$ cat src/rtl/seg7_upd_if.sv
// Update channel for the 7-segment scan controller: a new display value
// (one nibble and one decimal point per digit) offered with ready/valid.
`timescale 1ns/1ps
interface seg7_upd_if #(
  parameter int NDIG = 4
);
  logic              upd_valid;
  logic              upd_ready;
  logic [4*NDIG-1:0] upd_data;
  logic [NDIG-1:0]   upd_dp;

  modport master (output upd_valid, output upd_data, output upd_dp, input upd_ready);
  modport slave  (input upd_valid, input upd_data, input upd_dp, output upd_ready);
endinterface

$ cat src/rtl/seg7_scan_ctrl.sv
// Time-multiplexed scan controller for a bank of 7-segment digits.
// Each slot opens with a blanking gap, then drives one digit select.
// New values wait in a pending buffer and land in the shadow register
// only at the frame boundary, so a frame never mixes old and new data.
//
//   state   | meaning
//   S_BLANK | cnt 0..BLANK-1, all digit selects inactive
//   S_DRIVE | cnt BLANK..SCAN_DIV-1, select of digit idx active unless suppressed
`timescale 1ns/1ps
module seg7_scan_ctrl #(
  parameter int NDIG     = 4,
  parameter int SCAN_DIV = 1000,
  parameter int BLANK    = 16,
  parameter bit SEL_ACT  = 1'b0
) (
  input  logic            clk,
  input  logic            rst_n,
  seg7_upd_if.slave       upd,
  input  logic            lz_en,
  output logic [NDIG-1:0] dig_sel,
  output logic [3:0]      seg_nib,
  output logic            seg_dp,
  output logic            frame_tick
);

  localparam int CW = $clog2(SCAN_DIV);
  localparam int IW = $clog2(NDIG);
  localparam logic [CW-1:0] CNT_LAST  = CW'(SCAN_DIV - 1);
  localparam logic [CW-1:0] CNT_BLEND = CW'(BLANK - 1);
  localparam logic [IW-1:0] IDX_LAST  = IW'(NDIG - 1);

  typedef enum logic {S_BLANK, S_DRIVE} state_t;

  state_t            state, state_nxt;
  logic [CW-1:0]     cnt;
  logic [IW-1:0]     idx, idx_nxt;
  logic [4*NDIG-1:0] shadow_d, pend_d, shd_nxt;
  logic [NDIG-1:0]   shadow_p, pend_p, dp_nxt;
  logic              pend_full;
  logic              supp, supp_nxt;
  logic [NDIG-1:0]   zero_from;
  logic              zero_run;
  logic [NDIG-1:0]   sel_raw;
  logic              wrap, boundary, load, accept;

  assign wrap     = (cnt == CNT_LAST);
  assign boundary = wrap && (idx == IDX_LAST);
  assign load     = boundary && pend_full;
  assign accept   = upd.upd_valid && upd.upd_ready;
  assign idx_nxt  = wrap ? ((idx == IDX_LAST) ? '0 : idx + IW'(1)) : idx;
  assign shd_nxt  = load ? pend_d : shadow_d;
  assign dp_nxt   = load ? pend_p : shadow_p;

  // Suppression decision for the slot about to start, from the shadow it will show.
  always_comb begin
    zero_from = '0;
    zero_run  = 1'b1;
    for (int i = NDIG - 1; i >= 0; i--) begin
      zero_run     = zero_run && (shd_nxt[4*i +: 4] == 4'd0);
      zero_from[i] = zero_run;
    end
    supp_nxt = lz_en && (idx_nxt != '0) && zero_from[idx_nxt] && !dp_nxt[idx_nxt];
  end

  // State register.
  always_ff @(posedge clk or negedge rst_n) begin
    if (!rst_n) state <= S_BLANK;
    else        state <= state_nxt;
  end

  // Next state and digit select decode.
  always_comb begin
    state_nxt = state;
    sel_raw   = '0;
    case (state)
      S_BLANK: if (cnt == CNT_BLEND) state_nxt = S_DRIVE;
      S_DRIVE: begin
        if (wrap) state_nxt = S_BLANK;
        if (!supp) begin
          for (int i = 0; i < NDIG; i++) sel_raw[i] = (idx == IW'(i));
        end
      end
      default: state_nxt = S_BLANK;
    endcase
    dig_sel = SEL_ACT ? sel_raw : ~sel_raw;
  end

  // Slot counter and digit index.
  always_ff @(posedge clk or negedge rst_n) begin
    if (!rst_n) begin
      cnt <= '0;
      idx <= '0;
    end else begin
      cnt <= wrap ? '0 : cnt + CW'(1);
      idx <= idx_nxt;
    end
  end

  // Pending buffer, shadow register and handshake.
  always_ff @(posedge clk or negedge rst_n) begin
    if (!rst_n) begin
      pend_d        <= '0;
      pend_p        <= '0;
      pend_full     <= 1'b0;
      shadow_d      <= '0;
      shadow_p      <= '0;
      upd.upd_ready <= 1'b1;
      frame_tick    <= 1'b0;
    end else begin
      if (accept) begin
        pend_d    <= upd.upd_data;
        pend_p    <= upd.upd_dp;
        pend_full <= 1'b1;
      end else if (load) begin
        pend_full <= 1'b0;
      end
      shadow_d      <= shd_nxt;
      shadow_p      <= dp_nxt;
      upd.upd_ready <= !(accept || (pend_full && !load));
      frame_tick    <= load;
    end
  end

  // Segment data and suppression latched at each slot start, stable for the slot.
  always_ff @(posedge clk or negedge rst_n) begin
    if (!rst_n) begin
      seg_nib <= 4'd0;
      seg_dp  <= 1'b0;
      supp    <= 1'b0;
    end else if (wrap) begin
      seg_nib <= shd_nxt[{idx_nxt, 2'b00} +: 4];
      seg_dp  <= dp_nxt[idx_nxt];
      supp    <= supp_nxt;
    end
  end

endmodule
$ cat src/flat_wrapper.sv
// flat-port wrapper written by rule: the top's interface ports become plain ports
module seg7_scan_ctrl_flat 
#(
  parameter int NDIG     = 4,
  parameter int SCAN_DIV = 1000,
  parameter int BLANK    = 16,
  parameter bit SEL_ACT  = 1'b0
)
  (clk, rst_n, lz_en, dig_sel, seg_nib, seg_dp, frame_tick, upd_upd_valid, upd_upd_data, upd_upd_dp, upd_upd_ready);
  seg7_upd_if #(.NDIG(NDIG)) upd_i ();
  input  logic clk;
  input  logic rst_n;
  input  logic lz_en;
  output logic [NDIG-1:0] dig_sel;
  output logic [3:0] seg_nib;
  output logic seg_dp;
  output logic frame_tick;
  input wire logic [$bits(upd_i.upd_valid)-1:0] upd_upd_valid;
  input wire logic [$bits(upd_i.upd_data)-1:0] upd_upd_data;
  input wire logic [$bits(upd_i.upd_dp)-1:0] upd_upd_dp;
  output wire logic [$bits(upd_i.upd_ready)-1:0] upd_upd_ready;
  assign upd_i.upd_valid = upd_upd_valid;
  assign upd_i.upd_data = upd_upd_data;
  assign upd_i.upd_dp = upd_upd_dp;
  assign upd_upd_ready = upd_i.upd_ready;
  seg7_scan_ctrl #(.NDIG(NDIG), .SCAN_DIV(SCAN_DIV), .BLANK(BLANK), .SEL_ACT(SEL_ACT)) u_core (.clk(clk), .rst_n(rst_n), .upd(upd_i), .lz_en(lz_en), .dig_sel(dig_sel), .seg_nib(seg_nib), .seg_dp(seg_dp), .frame_tick(frame_tick));
endmodule
$ cat config.mk
export PLATFORM = sky130hd
export DESIGN_NAME = seg7_scan_ctrl_flat
export DESIGN_NICKNAME = d
export VERILOG_FILES = /design/src/rtl/seg7_upd_if.sv /design/src/rtl/seg7_scan_ctrl.sv /design/src/flat_wrapper.sv
export SDC_FILE = /design/constraint.sdc
export NUM_CORES = 1
export LEC_CHECK = 0
export ABC_AREA = 0
export CELL_PAD_IN_SITES_DETAIL_PLACEMENT = 2
export CELL_PAD_IN_SITES_GLOBAL_PLACEMENT = 2
export CORE_ASPECT_RATIO = 0.5
export CORE_MARGIN = 2
export CORE_UTILIZATION = 39
export DETAILED_ROUTE_END_ITERATION = 8
export PLACE_DENSITY = 0.84
export RECOVER_POWER = 100
export SYNTH_ARGS = -nofsm -noshare
export SYNTH_HDL_FRONTEND = slang
export SYNTH_SLANG_ARGS = --single-unit
$ cat constraint.sdc
create_clock -name clk -period 2.95 [get_ports clk]
set_clock_uncertainty 0.1 [all_clocks]
set_input_delay 0.59 -clock clk [delete_from_list [all_inputs] [get_ports clk]]
set_output_delay 0.59 -clock clk [all_outputs]
set_load 0.005 [all_outputs]
---- Yosys cells after proc, flatten, opt, wreduce, memory -nomap -nowiden ----
Index checks and enable logic that the tools add are counted.
storage, ports and cells
  register bits ........................... 62
  input port bits ......................... 24
  logic and storage cells ................. 61
cells by class
  add/subtract/negate cells ............... 2
  order comparisons ....................... 1
  eq/ne operators ......................... 5
  shift operators ......................... 1
  multiplexer cells ....................... 16
  bitwise operators ....................... 2
  reductions and logical operators ........ 21
operators with widths
  operator               count
  $logic_not 4->1        4
  $mux 16                1
  $shiftx 16x5->4        1
  $mux 4                 3
  $add 10x1->10 const B  1
  $eq 10x10->1 const B   1
  $eq 10x4->1 const B    1
  $logic_and 1x1->1      10
  $mux 10                1
  $mux 1                 6
  $bmux 1 s2             2
  $eq 2x2->1 const B     2
  $mux 2                 2
  $not 4->4              1
  $reduce_bool 2->1      2
  $logic_not 1->1        3
  $lt 2x3->1 const B     1
  $add 2x1->2 const B    1
  $eq 2x1->1 const B     1
  $logic_not 2->1        1
  $pmux 1 s2             1
  $logic_or 1x1->1       1
  $not 1->1              1

---- Logic depth before layout (Yosys ltp) ----
  depth in word-level cells ............... 12
  mapped depth ............................ 8
  mapped depth without buffers ............ 7

---- Worst setup path after synthesis ----
Ideal clock, no wire load.
  path kind ............................... reg-to-reg
  start point ............................. register u_core.idx[0]
  end point ............................... register u_core.supp
  data arrival time ....................... 1.814 ns
  slack ................................... 0.914 ns
  cell stages (with the launch flop) ...... 8
  buffers on the path ..................... 1
  period minus slack after synthesis ...... 2.036 ns
  cell sequence ........................... dfrtp_1 > ha_1 > and2_1 > nand4_4 > buf_2 > nor2_1 > a211o_1 > a32o_1
between the ends
  word-level cells in the longest chain between the ends .. 12
  elaborated cells between the ends (all ways) .. 24
RTL lines
  what                            RTL line                                    source
  start: declaration              seg7_scan_ctrl.sv:36                        logic [IW-1:0] idx, idx_nxt;
  start signal: assignment        seg7_scan_ctrl.sv:95                        idx <= idx_nxt;
  $eq 2x2->1                      seg7_scan_ctrl.sv:47, seg7_scan_ctrl.sv:50
  $logic_and 1x1->1               seg7_scan_ctrl.sv:47                        assign boundary = wrap && (idx == IDX_LAST);
  $logic_and 1x1->1               seg7_scan_ctrl.sv:48                        assign load = boundary && pend_full;
  $mux 16                         seg7_scan_ctrl.sv:51                        assign shd_nxt = load ? pend_d : shadow_d;
  $logic_not 4->1                 seg7_scan_ctrl.sv:59                        zero_run = zero_run && (shd_nxt[4*i +: 4] == 4'd0);
  $logic_and 1x1->1 (3 in a row)  seg7_scan_ctrl.sv:59
  $bmux 1 s2                      seg7_scan_ctrl.sv:62                        supp_nxt = lz_en && (idx_nxt != '0) && zero_from[idx_nxt] && !dp_nxt[idx_nxt];
  $mux 1 (not written as such)    seg7_scan_ctrl.sv:62
  $logic_and 1x1->1               seg7_scan_ctrl.sv:62
  $logic_and 1x1->1 *             seg7_scan_ctrl.sv:62
  end signal: assignment          seg7_scan_ctrl.sv:133                       supp <= supp_nxt;
  end: declaration                seg7_scan_ctrl.sv:40                        logic supp, supp_nxt;
Mark *: on every way between the ends. The rest lies on a longest branch, timed or not. The select of a mux whose other input is x is not followed.
A chain may end at the register's enable or synchronous reset.

---- Worst setup path in the final report ----
  start point ............................. register u_core.cnt[3]
  end point ............................... register u_core.seg_dp
between the ends
  word-level cells in the longest chain between the ends .. 6
  elaborated cells between the ends (all ways) .. 7
RTL lines
  what                          RTL line               source
  start: declaration            seg7_scan_ctrl.sv:35   logic [CW-1:0] cnt;
  start signal: assignment      seg7_scan_ctrl.sv:94   cnt <= wrap ? '0 : cnt + CW'(1);
  $eq 10x10->1 *                seg7_scan_ctrl.sv:46   assign wrap = (cnt == CNT_LAST);
  $logic_and 1x1->1             seg7_scan_ctrl.sv:47
  $logic_and 1x1->1             seg7_scan_ctrl.sv:48
  $mux 4                        seg7_scan_ctrl.sv:52   assign dp_nxt = load ? pend_p : shadow_p;
  $bmux 1 s2                    seg7_scan_ctrl.sv:132  seg_dp <= dp_nxt[idx_nxt];
  $mux 1 (not written as such)  seg7_scan_ctrl.sv:132
  end signal: assignment        seg7_scan_ctrl.sv:132
  end: declaration              seg7_scan_ctrl.sv:22   output logic seg_dp,
Marks and branches as above.

==> run metrics <==
clk root buf clkbuf_16; top cell type's share of synthesized area 54.0%; yosys warns 0; Post-synth EDFFs 0; Netlist cell types 40; largest cells by area after synthesis dfrtp_1, mux2_2, mux2i_1, nand2_1, inv_1; antenna violations before repair 0; period utilization 92.1%; Slew Limit Fails 0; WP data arrival 2.80 ns; Max H-tree Level 3; count leader, synth dfrtp_1; Crit Path Category reg -> reg; Crit path largest cell delay 0.53 ns; Pre-antenna DRT Iters 4; Layout Nets 318; TNS Setup 0 ns; syn_nets 275; Slew HR 11.4%; Vias 2063; core footprint 6860 µm²; final wirelength 8420 µm; first-pass GRT wire length 13900 µm; vias in the first global route 2419; post-synthesis cell area 2830 µm²; Post-synth top cells dfrtp_1, nand2_1, inv_1; Avg Synthesized Cell Area 11.5 µm²; Post-DP HPWL 5550 µm; Routed WL per cell 21.8 µm; Post-CTS Setup Bufs 0; IO buf count 34; cell taking the most area after synthesis dfrtp_1; Clock transition at path regs 0.06 ns; share of layout cells above drive strength 1 14.6%; Max-Cap Viols 0; FMAX 368 MHz; Post-synth top flop dfrtp_1; drt initial violations 106; met1 Resource Use GR 28.2%; GR met3 Demand/Resource 6.37%; number of diodes 0; row cnt 21; gpl congestion 0.797; min Tclk post-route 2.72 ns; vias per inst 5.34; Routed Antenna Nets 0; final hold viol count 0; CTS tree yes; Max rail drop VDD 0.000502 V; worst-case clock buffer depth 2; later-pin clock latency in the skew report 0.34 ns; total CTS buffers 9; Min-Delay Path Class reg -> reg; busiest layer in global routing met2; Die H 64.2 µm; pin count of the biggest net entering global routing 27; I/O Pins 35; leakage power 1.96 nW; actual slew at the worst max-slew pin 1.33 ns; GRT overflow 0; required time worst endpoint 3.03 ns; Yosys reg bits 62; PwrDens 551 nW/µm²; initial core utilization 41.2%; Finish-stage setup viols 0; GRT met2 Usage 41.8%; Clock Sinks 62; unrepaired setup endpoints after global routing false; critical path cell sequence and4bb_1 > nand4_4 > buf_4 > mux2i_1 > o22ai_1 > nor2_1 > o21ai_0; slowest stage cell, crit path and4bb_1; drt drc 0; Async SR Flop Fraction 100%; DIE AREA 7990 µm²; Synth-to-Final Area Change 25.9%; outcome finished clean; gate count after technology mapping 246; Final Util 51.9%; CP Max Fanout 15; crit path capture type flop; register area share after synthesis 54.9%; Tot GR Track Use 23.3%; Die X 124 µm; CP startpoint kind flop
worst max-delay path, delay by kind of cell, from the launching register on:
family	cells	cell delay, ns
buffers and inverters	1	0.34
AOI/OAI and AO/OA	2	0.31
and+or+nand+nor	3	1.16
DFF	1	0.41
muxes	1	0.25
power breakdown:
group	internal [mW]	switching, mW
clock network	0.682	0.381
logic	0.0259	0.0211
registers	0.851	0
total	1.56	0.402
flip-flops by register name, indices dropped and copies added, names as in the netlist:
name                  cells
u_core.cnt               10
u_core.pend_full          1
u_core.pend_p             4
u_core.shadow_d          16
u_core.pend_d            16
u_core.supp               1
u_core.shadow_p           4
u_core.idx                2
u_core.seg_nib            4
u_core.seg_dp             1
u_core.upd.upd_ready      1
u_core.frame_tick         1
u_core.state              1
placed cells by master, fill, tap and decap left out, types with 6 or more instances in the layout:
cell,count
dlygate4sd3_1,12
clkbuf_1,6
mux2_2,19
nand2_1,25
o22ai_1,10
nor2_1,12
mux2i_1,21
clkdlybuf4s50_1,21
inv_1,22
o21ai_0,12
dfrtp_1,61
clkbuf_16,9
cells by family (layout without fill, tap and decap cells):
kind of cell	Yosys count	in the layout	synth area share [%]
simple gates	64	64	11.9
compound gates	35	35	8.10
fa+ha+maj	5	5	2.21
buf+inv	32	80	5.05
xor+xnor	6	6	1.86
mux	42	42	15.9
flops	62	62	54.9
stage by stage:
step	setup slack (ns)	hold WS, ns	instances	cell area (µm²)	power [mW]
after floorplan	0.914	0.194	246	2830	0.867
after global placement	0.459	0.365	370	3270	0.914
after detailed placement	0.324	0.375	370	3270	0.915
after CTS	0.176	0.157	386	3580	1.98
after global routing	0.0367	0.427	386	3560	2.03
final	0.232	0.393	386	3560	1.96
metal layers:
| layer | part of all wire, % | routed length [µm] |
|---|---|---|
| met4 | 1.1 | 92 |
| met3 | 2.6 | 215 |
| met1 | 45 | 3760 |
| met5 | 0 | 0 |
| met2 | 52 | 4350 |
layout make-up:
type	instances	area, µm²
flip-flops and latches	62	1550
inverters	23	86.3
multi-input cells	152	1130
fillers	680	3300
clock inverters	2	12.5
repair buffers	41	368
well taps	92	115
clock buffers	14	294
final timing paths:
check | from | end | slack (ns) | depth (start not counted)
worst max-delay path | u_core.cnt[3] | u_core.seg_dp | 0.23 | 7
worst min-delay path | u_core.shadow_d[0] | u_core.shadow_d[0] | 0.39 | 2
worst max register to register | u_core.cnt[3] | u_core.seg_dp | 0.23 | 7
worst min register to register | u_core.shadow_d[0] | u_core.shadow_d[0] | 0.39 | 2
max in group asynchronous | rst_n | u_core.state | 0.62 | 2
min in group asynchronous | rst_n | u_core.shadow_p[0] | 0.44 | 1
timing repair:
item                       CTS  global route
setup endpoints to repair    0             2
hold buffers                 0             0
gates resized for setup      0             1
Power figures use the tool's default switching activity.
==> RTL edit: new RTL, config.mk and constraints unchanged <==
`NDIG` is set to 4 in 3 places; all go to 2.
--- a/src/rtl/seg7_upd_if.sv
+++ b/src/rtl/seg7_upd_if.sv
@@ -3,5 +3,5 @@
 `timescale 1ns/1ps
 interface seg7_upd_if #(
-  parameter int NDIG = 4
+  parameter int NDIG = 2
 );
   logic              upd_valid;
--- a/src/rtl/seg7_scan_ctrl.sv
+++ b/src/rtl/seg7_scan_ctrl.sv
@@ -9,5 +9,5 @@
 `timescale 1ns/1ps
 module seg7_scan_ctrl #(
-  parameter int NDIG     = 4,
+  parameter int NDIG     = 2,
   parameter int SCAN_DIV = 1000,
   parameter int BLANK    = 16,
--- a/src/flat_wrapper.sv
+++ b/src/flat_wrapper.sv
@@ -2,5 +2,5 @@
 module seg7_scan_ctrl_flat 
 #(
-  parameter int NDIG     = 4,
+  parameter int NDIG     = 2,
   parameter int SCAN_DIV = 1000,
   parameter int BLANK    = 16,
Interface: changed (resized dig_sel, upd_upd_data and upd_upd_dp); port bits go from 35 to 23. No check against the original RTL was run, so the function may have changed too.
==> RTL edit against the original RTL <==
- the flow now finishes with violations (max-capacitance violations, max-slew violations)
- power decreased by 46%
- setup slack got worse by 0.063 ns
- design area decreased by 38%
- area after synthesis decreased by 35%
- sequential cell count decreased by 21
- routed wire length decreased by 49%
- count of clock-buffer cells in the layout decreased by 7
- critical path type unchanged
==> RTL edit: results (changes against the original RTL) <==
[pwr]
cellLeakagePower_nw=1.07  ; -45%
p_clk_w=0.000472  ; -55%
p_sw_w=0.000209  ; -48%

[place]
place.gp.congestion=0.767  ; -3.8%
io_buffers=22  ; -35%
place_inst=209  ; -44%

[global_routing]
grt_use_total_pct=19.0  ; -4.2 points
grt_pass1_wl_mm=7.28  ; -48%
grt_max_degree=42  ; +56%
globalRouteMet2Util_pct=31.9  ; -9.9 points

[cts]
cts_max_level=2  ; -1
insertion_delay_ns=0.29  ; -0.05 ns
numCtsBuffers=5  ; -4

[cells_and_area]
reg.largest.list=u_core.cnt x10, u_core.pend_d x8, u_core.shadow_d x8
multiInputGateArea_sq_um=743  ; -34%
fin_cells=217  ; -44%
nFillCells=427  ; -37%

[run_status]
status=complete, but fails checks
violations=max-capacitance violations, max-slew violations

[routing]
dr_wl_met3_um=101  ; -53%
num_vias=1191  ; -42%
drt-initial-drc-count=36  ; -66%

[worst_setup_path]
crit_end=u_core.seg_nib[1]$_DFFE_PN0N_
slowest_stage=or4_4
startpoint=u_core.cnt[0]$_DFF_PN0_
critPathArrivalTime_ns=2.86  ; +0.06 ns

[timing]
whs_ns=0.405  ; +0.0123 ns
drv_slew=42  ; +42
tightest_slew_ns=2.20  ; +0.867 ns

[job]
maxCapViolations=1  ; +1

[hold_path]
hp-start=u_core.seg_nib[2]$_DFFE_PN0N_
hold-path-cell-count=1  ; -1

[synthesis]
netlist-cell-type-count=41  ; +2.5%
yosysSeqAreaShare_pct=56.1  ; +1.2 points

-- RTL edit: cell types whose count changed in the layout (fill, tap and decap cells not counted), sizes merged, moves of 18 or more --
cell,unedited run,this run
dfrtp,61,40
inv,22,4
mux2i,21,0
nand2,25,6
-- RTL edit: final cells by class --
class / instances / area share [%]
well taps: 57 / 3.23
clock inverters: 1 / 1.36
flip-flops and latches: 41 / 46.5
clock buffers: 7 / 3.90
multi-input cells: 81 / 33.6
inverters: 5 / 1.08
repair buffers: 25 / 10.4
-- RTL edit: logic make-up (layout without fill, tap and decap cells) --
kind of cell,count (synthesis),after routing,share of synthesized area [%]
buffers and inverters,9,38,3.01
AO/OA/AOI/OAI,19,19,6.90
XOR/XNOR,3,3,1.44
flip-flops,41,41,56.1
adder cells (fa/ha/maj),2,2,1.37
AND/OR/NAND/NOR,28,28,9.84
multiplexers,29,29,21.3
